==> config.mk <==
export PLATFORM = sky130hd
export DESIGN_NAME = spi_dac_adc_master
export DESIGN_NICKNAME = d
export VERILOG_FILES = /design/src/rtl/spi_dac_adc_master_pkg.sv /design/src/rtl/spi_dac_adc_master_engine.sv /design/src/rtl/spi_dac_adc_master.sv
export SDC_FILE = /design/constraint.sdc
export NUM_CORES = 1
export LEC_CHECK = 0
export ABC_AREA = 1
export BUFFER_PORTS_ARGS = -buffer_cell sky130_fd_sc_hd__buf_4
export CELL_PAD_IN_SITES_DETAIL_PLACEMENT = 2
export CELL_PAD_IN_SITES_GLOBAL_PLACEMENT = 2
export CORE_MARGIN = 2
export CORE_UTILIZATION = 31
export DETAILED_ROUTE_END_ITERATION = 7
export HOLD_SLACK_MARGIN = 0.05
export MAX_ROUTING_LAYER = met4
export PLACE_DENSITY_LB_ADDON = 0.1
export SKIP_CTS_REPAIR_TIMING = 1
export SYNTH_ARGS = -nofsm -noshare
export SYNTH_HDL_FRONTEND = slang
export SYNTH_SLANG_ARGS = --single-unit
==> constraint.sdc <==
create_clock -name clk -period 2.15 [get_ports clk]
set_input_delay 0.43 -clock clk [delete_from_list [all_inputs] [get_ports clk]]
set_output_delay 0.43 -clock clk [all_outputs]
set_load 0.02 [all_outputs]
==> src/rtl/spi_dac_adc_master_pkg.sv <==
// Shared constants, FSM state type and request arbitration for the DAC/ADC SPI master.
package spi_dac_adc_master_pkg;

    localparam int unsigned FRAME_W              = 24;
    localparam logic [3:0]  DAC_CMD_WRITE_UPDATE = 4'b0011;
    localparam logic        ADC_RW_READ          = 1'b1;
    localparam logic        ADC_RW_WRITE         = 1'b0;

    typedef enum logic [1:0] {
        ST_IDLE,
        ST_SHIFT,
        ST_CSHOLD
    } state_e;

    typedef enum logic [1:0] {
        REQ_NONE,
        REQ_DAC_WR,
        REQ_ADC_WR,
        REQ_ADC_RD
    } req_e;

    // Fixed priority: DAC write beats ADC write beats ADC read.
    function automatic req_e arbitrate(input logic dac_wr, input logic adc_wr, input logic adc_rd);
        req_e r;
        r = REQ_NONE;
        if (dac_wr)      r = REQ_DAC_WR;
        else if (adc_wr) r = REQ_ADC_WR;
        else if (adc_rd) r = REQ_ADC_RD;
        return r;
    endfunction

endpackage

==> src/rtl/spi_dac_adc_master_engine.sv <==
// Mode-0 SPI shift engine: SCLK divider, bit counter, MSB-first TX shifter and
// receive shifter for the trailing RX_W bits of the frame.
module spi_shift_engine
    import spi_dac_adc_master_pkg::*;
#(
    parameter int unsigned CLK_DIV = 4,
    parameter int unsigned N       = FRAME_W,
    parameter int unsigned RX_W    = 8
) (
    input  logic            clk,
    input  logic            reset,
    input  logic            start,
    input  logic [N-1:0]    frame,
    input  logic            miso,
    output logic            sclk,
    output logic            mosi,
    output logic            done,
    output logic [RX_W-1:0] rx_data
);

    localparam int unsigned DIV_W = (CLK_DIV < 2) ? 1 : $clog2(CLK_DIV);
    localparam int unsigned CNT_W = $clog2(N);
    localparam logic [DIV_W-1:0] DIV_LOAD = DIV_W'(CLK_DIV - 1);
    localparam logic [CNT_W-1:0] CNT_LAST = CNT_W'(N - 1);
    localparam logic [CNT_W-1:0] RX_FIRST = CNT_W'(N - RX_W);

    logic             active_q, active_d;
    logic             sclk_q,   sclk_d;
    logic [DIV_W-1:0] div_q,    div_d;
    logic [CNT_W-1:0] cnt_q,    cnt_d;
    logic [N-1:0]     sh_q,     sh_d;
    logic [RX_W-1:0]  rx_q,     rx_d;

    always_comb begin
        active_d = active_q;
        sclk_d   = sclk_q;
        div_d    = div_q;
        cnt_d    = cnt_q;
        sh_d     = sh_q;
        rx_d     = rx_q;
        done     = 1'b0;

        if (start) begin
            active_d = 1'b1;
            sclk_d   = 1'b0;
            div_d    = DIV_LOAD;
            cnt_d    = '0;
            sh_d     = frame;
        end else if (active_q) begin
            if (div_q != '0) begin
                div_d = div_q - DIV_W'(1);
            end else begin
                div_d  = DIV_LOAD;
                sclk_d = ~sclk_q;
                if (!sclk_q) begin
                    // Rising edge: only the trailing RX_W bits carry read data.
                    if (cnt_q >= RX_FIRST) rx_d = {rx_q[RX_W-2:0], miso};
                end else begin
                    sh_d = {sh_q[N-2:0], 1'b0};
                    if (cnt_q == CNT_LAST) begin
                        active_d = 1'b0;
                        done     = 1'b1;
                    end else begin
                        cnt_d = cnt_q + CNT_W'(1);
                    end
                end
            end
        end
    end

    always_ff @(posedge clk) begin
        if (reset) begin
            active_q <= 1'b0;
            sclk_q   <= 1'b0;
            div_q    <= '0;
            cnt_q    <= '0;
            sh_q     <= '0;
            rx_q     <= '0;
        end else begin
            active_q <= active_d;
            sclk_q   <= sclk_d;
            div_q    <= div_d;
            cnt_q    <= cnt_d;
            sh_q     <= sh_d;
            rx_q     <= rx_d;
        end
    end

    assign sclk    = sclk_q;
    assign mosi    = sh_q[N-1];
    assign rx_data = rx_q;

endmodule

==> src/rtl/spi_dac_adc_master.sv <==
// SPI master serialising DAC writes and ADC register writes/reads onto one
// shared bus; arbitration, frame assembly, chip selects and readback live here.
module spi_dac_adc_master
    import spi_dac_adc_master_pkg::*;
#(
    parameter int unsigned CLK_DIV        = 4,
    parameter int unsigned CS_IDLE_CYCLES = 2,
    parameter int unsigned DAC_ADDR_W     = 4,
    parameter int unsigned DAC_DATA_W     = 16,
    parameter int unsigned ADC_ADDR_W     = 13,
    parameter int unsigned ADC_DATA_W     = 8
) (
    input  logic                  clk,
    input  logic                  reset,
    input  logic                  dac_request_write,
    input  logic [DAC_ADDR_W-1:0] dac_address,
    input  logic [DAC_DATA_W-1:0] dac_data,
    input  logic                  adc_request_write,
    input  logic                  adc_request_read,
    input  logic [ADC_ADDR_W-1:0] adc_address,
    input  logic [ADC_DATA_W-1:0] adc_data,
    output logic [ADC_DATA_W-1:0] adc_data_readback,
    output logic                  adc_readback_valid,
    output logic                  spi_busy,
    output logic                  spi_sclk,
    output logic                  spi_mosi,
    input  logic                  spi_miso,
    output logic                  dac_cs_n,
    output logic                  adc_cs_n
);

    localparam int unsigned HOLD_W = (CS_IDLE_CYCLES < 2) ? 1 : $clog2(CS_IDLE_CYCLES);
    localparam logic [HOLD_W-1:0] HOLD_LOAD =
        HOLD_W'((CS_IDLE_CYCLES == 0) ? 0 : CS_IDLE_CYCLES - 1);

    state_e                state_q,   state_d;
    logic                  dac_cs_n_q, dac_cs_n_d;
    logic                  adc_cs_n_q, adc_cs_n_d;
    logic                  is_read_q, is_read_d;
    logic [HOLD_W-1:0]     hold_q,    hold_d;
    logic [ADC_DATA_W-1:0] rb_q,      rb_d;
    logic                  valid_q,   valid_d;

    logic                  eng_start;
    logic [FRAME_W-1:0]    eng_frame;
    logic                  eng_done;
    logic [ADC_DATA_W-1:0] eng_rx;
    logic [FRAME_W-1:0]    dac_frame;
    logic [FRAME_W-1:0]    adc_wr_frame;
    logic [FRAME_W-1:0]    adc_rd_frame;

    assign dac_frame    = FRAME_W'({DAC_CMD_WRITE_UPDATE, dac_address, dac_data});
    assign adc_wr_frame = FRAME_W'({ADC_RW_WRITE, 2'b00, adc_address, adc_data});
    assign adc_rd_frame = FRAME_W'({ADC_RW_READ, 2'b00, adc_address, {ADC_DATA_W{1'b0}}});

    always_comb begin
        state_d    = state_q;
        dac_cs_n_d = dac_cs_n_q;
        adc_cs_n_d = adc_cs_n_q;
        is_read_d  = is_read_q;
        hold_d     = hold_q;
        rb_d       = rb_q;
        valid_d    = 1'b0;
        eng_start  = 1'b0;
        eng_frame  = '0;

        case (state_q)
            ST_IDLE: begin
                case (arbitrate(dac_request_write, adc_request_write, adc_request_read))
                    REQ_DAC_WR: begin
                        eng_start  = 1'b1;
                        eng_frame  = dac_frame;
                        dac_cs_n_d = 1'b0;
                        is_read_d  = 1'b0;
                        state_d    = ST_SHIFT;
                    end
                    REQ_ADC_WR: begin
                        eng_start  = 1'b1;
                        eng_frame  = adc_wr_frame;
                        adc_cs_n_d = 1'b0;
                        is_read_d  = 1'b0;
                        state_d    = ST_SHIFT;
                    end
                    REQ_ADC_RD: begin
                        eng_start  = 1'b1;
                        eng_frame  = adc_rd_frame;
                        adc_cs_n_d = 1'b0;
                        is_read_d  = 1'b1;
                        state_d    = ST_SHIFT;
                    end
                    default: ;
                endcase
            end
            ST_SHIFT: begin
                // done fires on the edge of the last SCLK fall, so cs_n and readback move with it.
                if (eng_done) begin
                    dac_cs_n_d = 1'b1;
                    adc_cs_n_d = 1'b1;
                    valid_d    = is_read_q;
                    if (is_read_q) rb_d = eng_rx;
                    if (CS_IDLE_CYCLES == 0) begin
                        state_d = ST_IDLE;
                    end else begin
                        hold_d  = HOLD_LOAD;
                        state_d = ST_CSHOLD;
                    end
                end
            end
            ST_CSHOLD: begin
                if (hold_q == '0) state_d = ST_IDLE;
                else              hold_d  = hold_q - HOLD_W'(1);
            end
            default: state_d = ST_IDLE;
        endcase
    end

    always_ff @(posedge clk) begin
        if (reset) begin
            state_q    <= ST_IDLE;
            dac_cs_n_q <= 1'b1;
            adc_cs_n_q <= 1'b1;
            is_read_q  <= 1'b0;
            hold_q     <= '0;
            rb_q       <= '0;
            valid_q    <= 1'b0;
        end else begin
            state_q    <= state_d;
            dac_cs_n_q <= dac_cs_n_d;
            adc_cs_n_q <= adc_cs_n_d;
            is_read_q  <= is_read_d;
            hold_q     <= hold_d;
            rb_q       <= rb_d;
            valid_q    <= valid_d;
        end
    end

    spi_shift_engine #(
        .CLK_DIV (CLK_DIV),
        .N       (FRAME_W),
        .RX_W    (ADC_DATA_W)
    ) u_engine (
        .clk     (clk),
        .reset   (reset),
        .start   (eng_start),
        .frame   (eng_frame),
        .miso    (spi_miso),
        .sclk    (spi_sclk),
        .mosi    (spi_mosi),
        .done    (eng_done),
        .rx_data (eng_rx)
    );

    assign spi_busy           = (state_q != ST_IDLE);
    assign dac_cs_n           = dac_cs_n_q;
    assign adc_cs_n           = adc_cs_n_q;
    assign adc_data_readback  = rb_q;
    assign adc_readback_valid = valid_q;

endmodule

==> results by group, run 1 <==
Outcome
  • Status: finished clean

Setup path
  • Startpoint types: flip-flop
  • Critical path data arrival time: 2.10 ns
  • CP max FO: 17
  • Worst reg-to-reg path cell count: 9
  • Critical path type: reg2reg
  • Crit-path leading delay family: buffers and inverters
  • Crit. path cell count: 9
  • Critical path required time: 2.40 ns
  • CP Capture Type: flip-flop
  • FF-to-FF setup slack: 0.30 ns
  • Crit-path most repeated cell: nand2_1
  • Max stage delay on crit path: 0.33 ns
  • Worst-path cell chain: inv_1 -> ha_1 -> nand3_4 -> inv_2 -> buf_4 -> nand2_1 -> nand2_1 -> nand2_1 -> a21oi_1
  • Worst Path Buf+Inv: 3
  • Slowest CP cell: dfxtp_1

Global route
  • Met2 Use GR: 31.4%
  • Total track usage: 18.2%
  • Vias in the first global route: 3028
  • GR Util met3: 2.55%
  • First-pass GRT wire length: 14.3 mm
  • GR Util met1: 22.9%
  • Antenna violations before repair: 0
  • Overflow left after global routing: 0
  • Largest net degree at the start of global routing: 24
  • Grt peak-use layer: met2

Timing
  • RSZ-0062 raised after global routing: no
  • Post-route setup slack: 0.296 ns
  • Relative slew slack: 68.7%
  • Final hold violations: 0
  • Post-Route Setup TNS: 0 ns
  • Final Skew: 0.0117 ns
  • Final worst-path cycle share: 86.3%
  • Final setup violation count: 0
  • Final Critical Period: 1.85 ns
  • Worst-Margin Slew: 0.468 ns
  • Max Slew Vio Count: 0
  • Max Freq: 0.539 GHz

Logic synthesis
  • Synth Warn #: 0
  • Syn Nets: 460
  • Synth unique cells: 29
  • Register area share after synthesis: 40.1%
  • Register bit total from synthesis: 56
  • Top cell type by total area after synthesis: dfxtp_1
  • Synth top area cells: dfxtp_1, nand2_1, inv_1
  • Syn avg cell area: 6.80 µm²
  • Post-synth top area share: 40.1%
  • Area of the mapped netlist: 0.00280 mm²
  • Gate Count Post-Synth: 411

Detailed routing
  • Initial DRT Pass Iterations: 3
  • Drt wl/cell: 14.5 µm
  • DRC: 0
  • Via count: 2789
  • Vias/cell: 4.84
  • Final wirelength: 8.38 mm
  • Post-DRT Antenna Nets: 0
  • Initial DRC count: 36

Floorplan
  • Core Footprint: 0.00872 mm²
  • Chip Height: 99.0 µm
  • Die W: 99.0 µm
  • Row cnt: 34
  • Initial Util: 32.1%
  • # IOs: 61
  • Die Area: 0.00979 mm²

Placement
  • I/O Buffers: 60
  • DP Worst Slack: 0.224 ns
  • Post-Place Cell Area: 0.00334 mm²
  • HPWL Detailed: 6.40 mm
  • Placed insts: 568
  • Placer's final routability congestion estimate: 0.745

Flow run
  • Max-cap violations: 0

Layout
  • Nets: 516
  • Diode count: 0
  • Finished Core Util: 39.3%
  • Multi-input logic area: 0.00134 mm²
  • Post-Layout Inst Area: 0.00342 mm²
  • Reg area: 0.00112 mm²
  • Layout area overhead: 22.5%
  • FILL cells: 1063
  • Final non-filler cell total: 576
  • Share of layout cells above drive strength 1: 19.9%

Power
  • Switch Pwr: 608 µW
  • Int Pwr: 1480 µW
  • Reg power frac: 53.5%
  • Clock power share: 28.6%
  • Peak VDD IR: 0.265 mV
  • Switching share of power: 29.2%
  • PD cells: 609 mW/mm²
  • Leakage: 0.00161 µW
  • Gate power share: 17.9%

Hold path
  • Hold depth: 3
  • Worst min-delay path class: in2reg

CTS
  • Clk sinks: 56
  • Clk slew on worst S/H paths: 0.11 ns
  • CTS root buf: clkbuf_8
  • TritonCTS clock tree: built
  • Clock buffer depth: 2
  • Htree depth: 2
  • Clock latency at the later pin of the worst-skew pair: 0.32 ns
  • CTS buffer count: 5
sequential cells by signal (all words and copies together) (netlist names), 2 cells and up:
name and cells:
state_q 2, adc_data_readback 8, u_engine.rx_data 8, u_engine.sh_q 24, u_engine.div_q 2, u_engine.cnt_q 5
final timing paths:
path | startpoint | end
max | u_engine.div_q[0] | u_engine.sh_q[2]
min | spi_miso | u_engine.rx_data[0]
max reg2reg | u_engine.div_q[0] | u_engine.sh_q[2]
min reg2reg | u_engine.sh_q[6] | u_engine.sh_q[6]
final cells by class:
cell class / instances / area share, %
sequential: 56 / 32.7
multi-input combinational: 281 / 39.2
clock inverter: 3 / 0.548
inverter: 53 / 5.81
tap: 108 / 3.95
clock buffer: 5 / 2.01
timing repair buffer: 70 / 15.7
cells by family after synthesis:
kind of cell    Yosys count  share of synthesized area (%)
simple gates            212                           33.3
buf+inv                  74                           11.9
compound gates           66                           13.5
flops                    56                           40.1
fa+ha+maj                 2                          0.895
xor+xnor                  1                          0.313
cell usage in the layout (no fill, tap or decap), types with 2 or more instances in the layout:
cell and n:
a21oi_1 29, nand3_1 31, nand2_2 5, nand3_4 3, nor2_1 24, o21ai_1 3, dfxtp_1 56, nor2_2 2
a22o_1 10, clkbuf_8 5, nand4_1 9, nor3_1 3, clkinv_2 2, inv_2 3, buf_4 69, o21ai_0 20
nand2_1 132, inv_1 49, ha_1 2
cell usage after synthesis, drive strengths merged:
library cell,n
nand3,34
o21a,1
nand4,9
ha,2
clkinv,1
o31ai,1
inv,52
a31oi,1
nor2,27
a22o,10
a21oi,29
o21bai,1
dfxtp,56
nor3,3
buf,16
clkbuf,5
or2,2
nand2,137
o21ai,23
xor2,1
metrics by stage:
stage                     power (µW)  hold slack [ns]
after detailed placement        1520            0.461
after CTS                       2110            0.396
after floorplan                 1370            0.430
after global placement          1500            0.445
after global routing            2200            0.437
final                           2090            0.387
worst register-to-register path, stage by stage, from the launching register on:
cell and delay (ns):
dfxtp_1 0.33, inv_1 0.08, ha_1 0.29, nand3_4 0.27, inv_2 0.30, buf_4 0.21
nand2_1 0.07, nand2_1 0.06, nand2_1 0.06, a21oi_1 0.12
layer usage:
| metal | part of all wire (%) | vias to the layer above |
|---|---|---|
| met4 | 0.68 | 0 |
| met1 | 46 | 1340 |
| met5 | 0 | - |
| met3 | 2.6 | 6 |
| li1 | - | 1411 |
| met2 | 50 | 32 |
power by group through the flow:
stage	sequential [µW]	combinational [µW]	clock, µW
3_3_place_gp	1140	366	0
3_5_place_dp	1140	380	0
2_1_floorplan	1140	230	0
4_1_cts	1120	383	615
6_report	1120	373	596
5_1_grt	1120	425	653
(Power assumes the default switching activity.)
==> run 2, diff against run 1 <==
--- a/config.mk
+++ b/config.mk
@@ -5,15 +5,13 @@
 export SDC_FILE = /design/constraint.sdc
 export NUM_CORES = 1
 export LEC_CHECK = 0
-export ABC_AREA = 1
 export BUFFER_PORTS_ARGS = -buffer_cell sky130_fd_sc_hd__buf_4
 export CELL_PAD_IN_SITES_DETAIL_PLACEMENT = 2
 export CELL_PAD_IN_SITES_GLOBAL_PLACEMENT = 2
 export CORE_MARGIN = 2
-export CORE_UTILIZATION = 31
+export CORE_UTILIZATION = 34
 export DETAILED_ROUTE_END_ITERATION = 7
 export HOLD_SLACK_MARGIN = 0.05
-export MAX_ROUTING_LAYER = met4
 export PLACE_DENSITY_LB_ADDON = 0.1
 export SKIP_CTS_REPAIR_TIMING = 1
 export SYNTH_ARGS = -nofsm -noshare
==> run 2 against run 1 <==
Clock skew shrank 0.0079 ns. Clock power up 9.7%. Power grew 2.1%. Worst setup slack got worse by 0.050 ns. Flip-flop and latch count stayed put. Largest cell class unchanged.
==> results by group, run 2 <==
Flow run
  • Max-cap violations: 0 (unchanged)

Floorplan
  • # IOs: 61 (unchanged)
  • Initial Util: 34.9% (+2.8 points)
  • Row cnt: 32 (-5.9%)
  • Die W: 92.8 µm (-6.2%)
  • Core Footprint: 0.00769 mm² (-12%)
  • Die Area: 0.00861 mm² (-12%)
  • Chip Height: 92.8 µm (-6.2%)

CTS
  • Clock buffer depth: 2 (unchanged)
  • CTS buffer count: 5 (unchanged)
  • CTS root buf: clkbuf_8
  • Clock latency at the later pin of the worst-skew pair: 0.33 ns (about the same)
  • Htree depth: 2 (unchanged)
  • TritonCTS clock tree: built
  • Clk slew on worst S/H paths: 0.12 ns (about the same)
  • Clk sinks: 56 (unchanged)

Logic synthesis
  • Syn Nets: 355 (-23%)
  • Register area share after synthesis: 41.8% (+1.7 points)
  • Syn avg cell area: 8.76 µm² (+29%)
  • Gate Count Post-Synth: 306 (-26%)
  • Post-synth top area share: 41.8% (+1.7 points)
  • Synth unique cells: 39 (+34%)
  • Most frequent cells after synthesis: nand2_1, dfxtp_1, clkbuf_1
  • Synth Warn #: 0 (unchanged)
  • Top cell type by total area after synthesis: dfxtp_1
  • EDFF count, synth: 0 (unchanged)
  • Register bit total from synthesis: 56 (unchanged)
  • Ys flop type: dfxtp_1
  • Synth top area cells: dfxtp_1, nand2_1, nand3b_1
  • Post-synth ARST share: 0% (unchanged)
  • Most frequent cell after synthesis: nand2_1
  • Area of the mapped netlist: 0.00268 mm² (-4.1%)

Layout
  • Top reg by flops: u_engine.sh_q
  • Layout area overhead: 25.7%
  • Commonest non-fill, non-tap cells in the layout: buf_4, nand2_1, dfxtp_1
  • FILL cells: 889 (-16%)
  • Share of layout cells above drive strength 1: 24.2% (+4.3 points)
  • Diode count: 0 (unchanged)
  • Most common cell after layout, fill and taps aside: buf_4
  • Nets: 408 (-21%)
  • Reg area: 0.00112 mm² (unchanged)
  • Max reg flops: 24 (unchanged)
  • Multi-input logic area: 0.00143 mm² (+6.5%)

Global route
  • First-pass GRT wire length: 13.8 mm (-3.4%)
  • Antenna violations before repair: 0 (unchanged)
  • Grt peak-use layer: met2
  • GR Util met1: 28.3% (+5.4 points)
  • Vias in the first global route: 2656 (-12%)
  • Largest net degree at the start of global routing: 33 (+38%)
  • Overflow left after global routing: 0 (unchanged)
  • Met2 Use GR: 32.1% (+0.68 points)
  • Total track usage: 20.2% (+2.0 points)
  • GR Util met3: 4.15% (+1.6 points)

Detailed routing
  • Via count: 2581 (-7.5%)
  • DRC: 0 (unchanged)
  • Post-DRT Antenna Nets: 0 (unchanged)
  • Initial DRT Pass Iterations: 5 (+2)
  • Vias/cell: 5.59 (+15%)
  • Final wirelength: 8.48 mm (+1.2%)
  • Initial DRC count: 69 (+92%)
  • Drt wl/cell: 18.4 µm (+26%)

Timing
  • Final worst-path cycle share: 88.6% (+2.3 points)
  • Final hold violations: 0 (unchanged)
  • Post-Route Setup TNS: 0 ns (unchanged)
  • Post-route setup slack: 0.246 ns (-0.0498 ns)
  • Max Freq: 0.525 GHz (-2.6%)
  • Max Slew Vio Count: 0 (unchanged)
  • Worst-Margin Slew: 0.979 ns (+0.511 ns)
  • Relative slew slack: 34.5% (-34 points)
  • Final setup violation count: 0 (unchanged)
  • Final Skew: 0.00383 ns (-0.00789 ns)
  • RSZ-0062 raised after global routing: no
  • Final Critical Period: 1.90 ns (+0.0498 ns)

Setup path
  • Critical path required time: 2.32 ns (-0.08 ns)
  • Worst reg2reg path startpoint: u_engine.div_q[0]
  • FF-to-FF setup slack: 0.25 ns (-0.05 ns)
  • Max stage delay on crit path: 0.40 ns (+0.07 ns)
  • Worst-path cell chain: inv_1 -> ha_1 -> nand3_1 -> buf_12 -> a221oi_1 -> a311oi_1
  • Critical path data arrival time: 2.07 ns (-0.03 ns)
  • CP Capture Type: flip-flop
  • Startpoint types: flip-flop
  • Reg-to-Reg End: u_engine.sh_q[17]
  • CP endpoint: u_engine.sh_q[17]
  • Critical path origin: u_engine.div_q[0]
  • CP max FO: 23 (+6)
  • Critical path type: reg2reg
  • Worst reg-to-reg path cell count: 6 (-3)
  • Slowest CP cell: nand3_1

Placement
  • HPWL Detailed: 5.80 mm (-9.5%)
  • DP Worst Slack: 0.202 ns (-0.0219 ns)
  • I/O Buffers: 60 (unchanged)
  • Placer's final routability congestion estimate: 0.766 (+2.9%)

Power
  • Leakage: 0.00131 µW (-19%)
  • Peak VDD IR: 0.259 mV (-2.3%)
  • PD cells: 632 mW/mm² (+3.7%)

Outcome
  • Status: finished clean

Hold path
  • Worst min-delay path class: in2reg
==> run 2: cell types whose count changed after synthesis, moves of 14 or more <==
cell	before	now
nand3b_1	0	22
inv_1	49	4
nand2_1	132	60
clkbuf_1	5	26
a21oi_1	29	13
nor2_1	24	6
a311oi_1	0	14
nand3_1	31	4
mux2i_1	0	16
==> run 2: routing by layer <==
| layer | wire length (µm) | vias up |
|---|---|---|
| met5 | 0 | - |
| met4 | 63 | 0 |
| met3 | 315 | 4 |
| met2 | 3920 | 44 |
| met1 | 4180 | 1283 |
| li1 | - | 1250 |
==> run 2: worst min path at each step <==
stage / start / endpoint / slack, ns / cells past startpoint
after global placement: u_engine.sh_q[21] / u_engine.sh_q[22] / 0.44 / 2
after floorplan: u_engine.sh_q[21] / u_engine.sh_q[22] / 0.43 / 2
after CTS: spi_miso / u_engine.rx_data[0] / 0.34 / 3
after detailed placement: adc_data_readback[5] / adc_data_readback[5] / 0.45 / 2
after global routing: spi_miso / u_engine.rx_data[0] / 0.33 / 3
final: spi_miso / u_engine.rx_data[0] / 0.34 / 3
==> run 2: metrics by stage <==
step | power [µW] | area [µm²] | std cells | hold WS (ns) | util, %
5_1_grt | 2230 | 3370 | 462 | 0.334 | 43.8
6_report | 2130 | 3370 | 462 | 0.342 | 43.8
4_1_cts | 2160 | 3370 | 462 | 0.342 | 43.8
2_1_floorplan | 1340 | 2680 | 306 | 0.432 | -
3_5_place_dp | 1500 | 3270 | 454 | 0.451 | 42.6
3_3_place_gp | 1490 | 3270 | 454 | 0.443 | 42.6
==> run 2: layout make-up <==
class	instances	area share [%]
clock inverter	3	0.854
timing repair buffer	75	17.1
inverter	5	0.557
sequential	56	33.3
tap	102	3.79
multi-input combinational	216	42.4
clock buffer	5	2.04
==> run 2: where the power goes <==
part	switching [µW]	internal (µW)	leakage [µW]	total, µW
clock	406	247	0.0000511	654
sequential	32.9	1090	0.000459	1120
combinational	187	164	0.000799	351
total	626	1500	0.00131	2130
==> run 2: logic make-up after synthesis <==
kind of cell / synth area share, %
and+or+nand+nor: 23.9
DFF: 41.8
muxes: 6.39
adders and majority gates: 0.933
AOI/OAI and AO/OA: 21.7
xor gates and xnor gates: 0.327
buffers and inverters: 4.85
==> run 2: critical path, delay by kind of cell, from the launching register on <==
family,cells,cell delay [ns]
flip-flops,1,0.34
adder cells (fa/ha/maj),1,0.25
AO/OA/AOI/OAI,2,0.39
AND/OR/NAND/NOR,1,0.40
buffers and inverters,2,0.38
==> run 3, diff against run 2 <==
--- a/config.mk
+++ b/config.mk
@@ -5,11 +5,12 @@
 export SDC_FILE = /design/constraint.sdc
 export NUM_CORES = 1
 export LEC_CHECK = 0
-export BUFFER_PORTS_ARGS = -buffer_cell sky130_fd_sc_hd__buf_4
+export BUFFER_PORTS_ARGS = -buffer_cell sky130_fd_sc_hd__buf_2
 export CELL_PAD_IN_SITES_DETAIL_PLACEMENT = 2
 export CELL_PAD_IN_SITES_GLOBAL_PLACEMENT = 2
 export CORE_MARGIN = 2
 export CORE_UTILIZATION = 34
+export CTS_CLUSTER_DIAMETER = 150
 export DETAILED_ROUTE_END_ITERATION = 7
 export HOLD_SLACK_MARGIN = 0.05
 export PLACE_DENSITY_LB_ADDON = 0.1
==> run 3 against run 2 <==
Global-route usage up 0.60 points. Fmax is 4.1% higher. Clock-buffer cell count unchanged. Non-clock buffer count increased by 3. Flip-flop and latch count unchanged. Worst hold slack improved by 0.012 ns. Highest routed layer unchanged. First-iteration DRC count grew 30%. Largest cell class unchanged. Register-to-register slack improved by 0.07 ns. Critical path depth decreased by 2. Critical path type unchanged. Die area did not move.
==> results by group, run 3 (synthesis results as in run 2) <==
CTS
  • Clock buffer depth: 2 (unchanged)
  • CTS buffer count: 5 (unchanged)
  • Clk sinks: 56 (unchanged)
  • TritonCTS clock tree: built
  • Clock latency at the later pin of the worst-skew pair: 0.31 ns (-0.02 ns)
  • Htree depth: 2 (unchanged)
  • CTS root buf: clkbuf_8
  • Clk slew on worst S/H paths: 0.11 ns (about the same)

Setup path
  • Critical path type: reg2reg
  • Critical path required time: 2.30 ns (-0.02 ns)
  • Critical path data arrival time: 1.98 ns (-0.09 ns)
  • Worst-path cell chain: nor2_1 -> clkinv_1 -> nor2_1 -> a311oi_1
  • Reg-to-Reg End: u_engine.sh_q[17]
  • Crit-path leading delay family: simple AND/OR/NAND/NOR gates
  • Startpoint types: flip-flop
  • FF-to-FF setup slack: 0.32 ns (+0.07 ns)
  • CP Capture Type: flip-flop
  • Worst reg2reg path startpoint: state_q[0]
  • CP max FO: 13 (-43%)
  • Worst Path Buf+Inv: 1 (-1)
  • Worst reg-to-reg path cell count: 4 (-2)
  • Slowest CP cell: nor2_1
  • Crit-path most repeated cell: nor2_1
  • Max stage delay on crit path: 0.78 ns (+0.38 ns)

Timing
  • Final worst-path cycle share: 85.1% (-3.5 points)
  • Final Skew: 0.00789 ns (+0.00405 ns)
  • Final setup violation count: 0 (unchanged)
  • Worst-Margin Slew: 1.00 ns (+0.0230 ns)
  • Final Critical Period: 1.83 ns (-0.0747 ns)
  • Final hold violations: 0 (unchanged)
  • Max Freq: 0.547 GHz (+4.1%)
  • Max Slew Vio Count: 0 (unchanged)
  • Relative slew slack: 32.9% (-1.5 points)
  • Post-Route Setup TNS: 0 ns (unchanged)
  • RSZ-0062 raised after global routing: no

Hold path
  • Worst min-delay path class: in2reg
  • Hold depth: 3 (unchanged)
  • WHS Endpoint: u_engine.rx_data[0]
  • Hold Crit Start: spi_miso

Outcome
  • Status: finished clean

Floorplan
  • Core Footprint: 0.00769 mm² (unchanged)
  • Die W: 92.8 µm (unchanged)
  • Initial Util: 34.9% (unchanged)
  • Die Area: 0.00861 mm² (unchanged)
  • Chip Height: 92.8 µm (unchanged)
  • # IOs: 61 (unchanged)
  • Row cnt: 32 (unchanged)

Detailed routing
  • Final wirelength: 8.51 mm (+0.38%)
  • Via count: 2638 (+2.2%)
  • Initial DRC count: 90 (+30%)
  • Max Used Layer: met4
  • DR WL met2: 4.04 mm (+3.1%)
  • Metal3 WL: 368 µm (+17%)
  • Wl on met1: 3.95 mm (-5.6%)
  • Post-DRT Antenna Nets: 0 (unchanged)
  • DRC: 0 (unchanged)
  • Drt wl/cell: 18.3 µm (-0.27%)
  • Vias/cell: 5.67 (+1.5%)
  • Initial DRT Pass Iterations: 4 (-1)

Global route
  • Vias in the first global route: 2787 (+4.9%)
  • Total track usage: 20.8% (+0.60 points)
  • Largest net degree at the start of global routing: 39 (+18%)
  • Antenna violations before repair: 0 (unchanged)
  • Overflow left after global routing: 0 (unchanged)
  • First-pass GRT wire length: 14.2 mm (+3.2%)

Layout
  • Max reg flops: 24 (unchanged)
  • Commonest non-fill, non-tap cells in the layout: nand2_1, buf_2, dfxtp_1
  • Layout area overhead: 20.3%
  • Top reg by flops: u_engine.sh_q
  • Nets: 411 (+0.74%)
  • Diode count: 0 (unchanged)
  • Share of layout cells above drive strength 1: 24.8% (+0.63 points)

Power
  • Total chip power: 2070 µW (-3.0%)
  • Leakage: 0.00127 µW (-2.9%)
  • PD cells: 641 mW/mm² (+1.4%)
  • Peak VDD IR: 0.287 mV (+11%)

Placement
  • Placer's final routability congestion estimate: 0.752 (-1.9%)
  • HPWL Detailed: 6.10 mm (+5.1%)
  • I/O Buffers: 60 (unchanged)

Flow run
  • Max-cap violations: 0 (unchanged)
==> run 3: changes by cell type in the layout (fill, tap and decap cells not counted) <==
cell	previous run	this run
buf_4	74	18
buf_12	1	0
inv_8	1	0
buf_2	0	60
inv_6	2	1
clkinv_2	0	1
clkinv_4	0	1
==> run 3: layout make-up <==
cell class	instances	area [µm²]
Sequential cell	56	1120
Clock buffer	5	68.8
Tap cell	102	128
Clock inverter	3	22.5
Timing Repair Buffer	78	435
Fill cell	894	4460
Inverter	5	18.8
Multi-Input combinational cell	216	1430
==> run 3: worst min-delay path, delay by kind of cell <==
kind                   cells  cell delay (ns)
muxes                      1             0.06
buffers and inverters      1             0.09
and+or+nand+nor            1             0.04
==> run 3: report_power, final <==
part	internal, µW	total, µW	switching [µW]
sequential	1090	1130	35.2
combinational	138	327	189
clock	235	612	377
total	1460	2070	601
==> run 3: how the worst max path moves through the flow <==
stage | start | end | slack [ns] | cells past startpoint
after global routing | state_q[0] | u_engine.sh_q[14] | 0.13 | 4
after floorplan | dac_request_write | u_engine.rx_data[0] | 0.27 | 4
after CTS | state_q[0] | u_engine.sh_q[18] | 0.28 | 4
after global placement | dac_request_write | u_engine.rx_data[0] | 0.29 | 5
after detailed placement | dac_request_write | u_engine.rx_data[7] | 0.22 | 5
final | state_q[0] | u_engine.sh_q[17] | 0.32 | 4
==> run 3: layer usage <==
layer	GRT usage, %	vias up
li1	-	1254
met1	27.2	1301
met2	35.3	71
met3	3.58	12
met4	5.88	0
met5	0	-
==> run 3: per-stage QoR <==
stage,setup slack [ns],utilization (%),cell area (µm²),cells,hold slack (ns)
2_1_floorplan,0.270,-,2680,306,0.432
3_3_place_gp,0.286,40.8,3130,457,0.442
3_5_place_dp,0.220,40.8,3130,457,0.448
4_1_cts,0.276,41.9,3220,465,0.349
5_1_grt,0.133,41.9,3220,465,0.383
6_report,0.321,41.9,3220,465,0.354
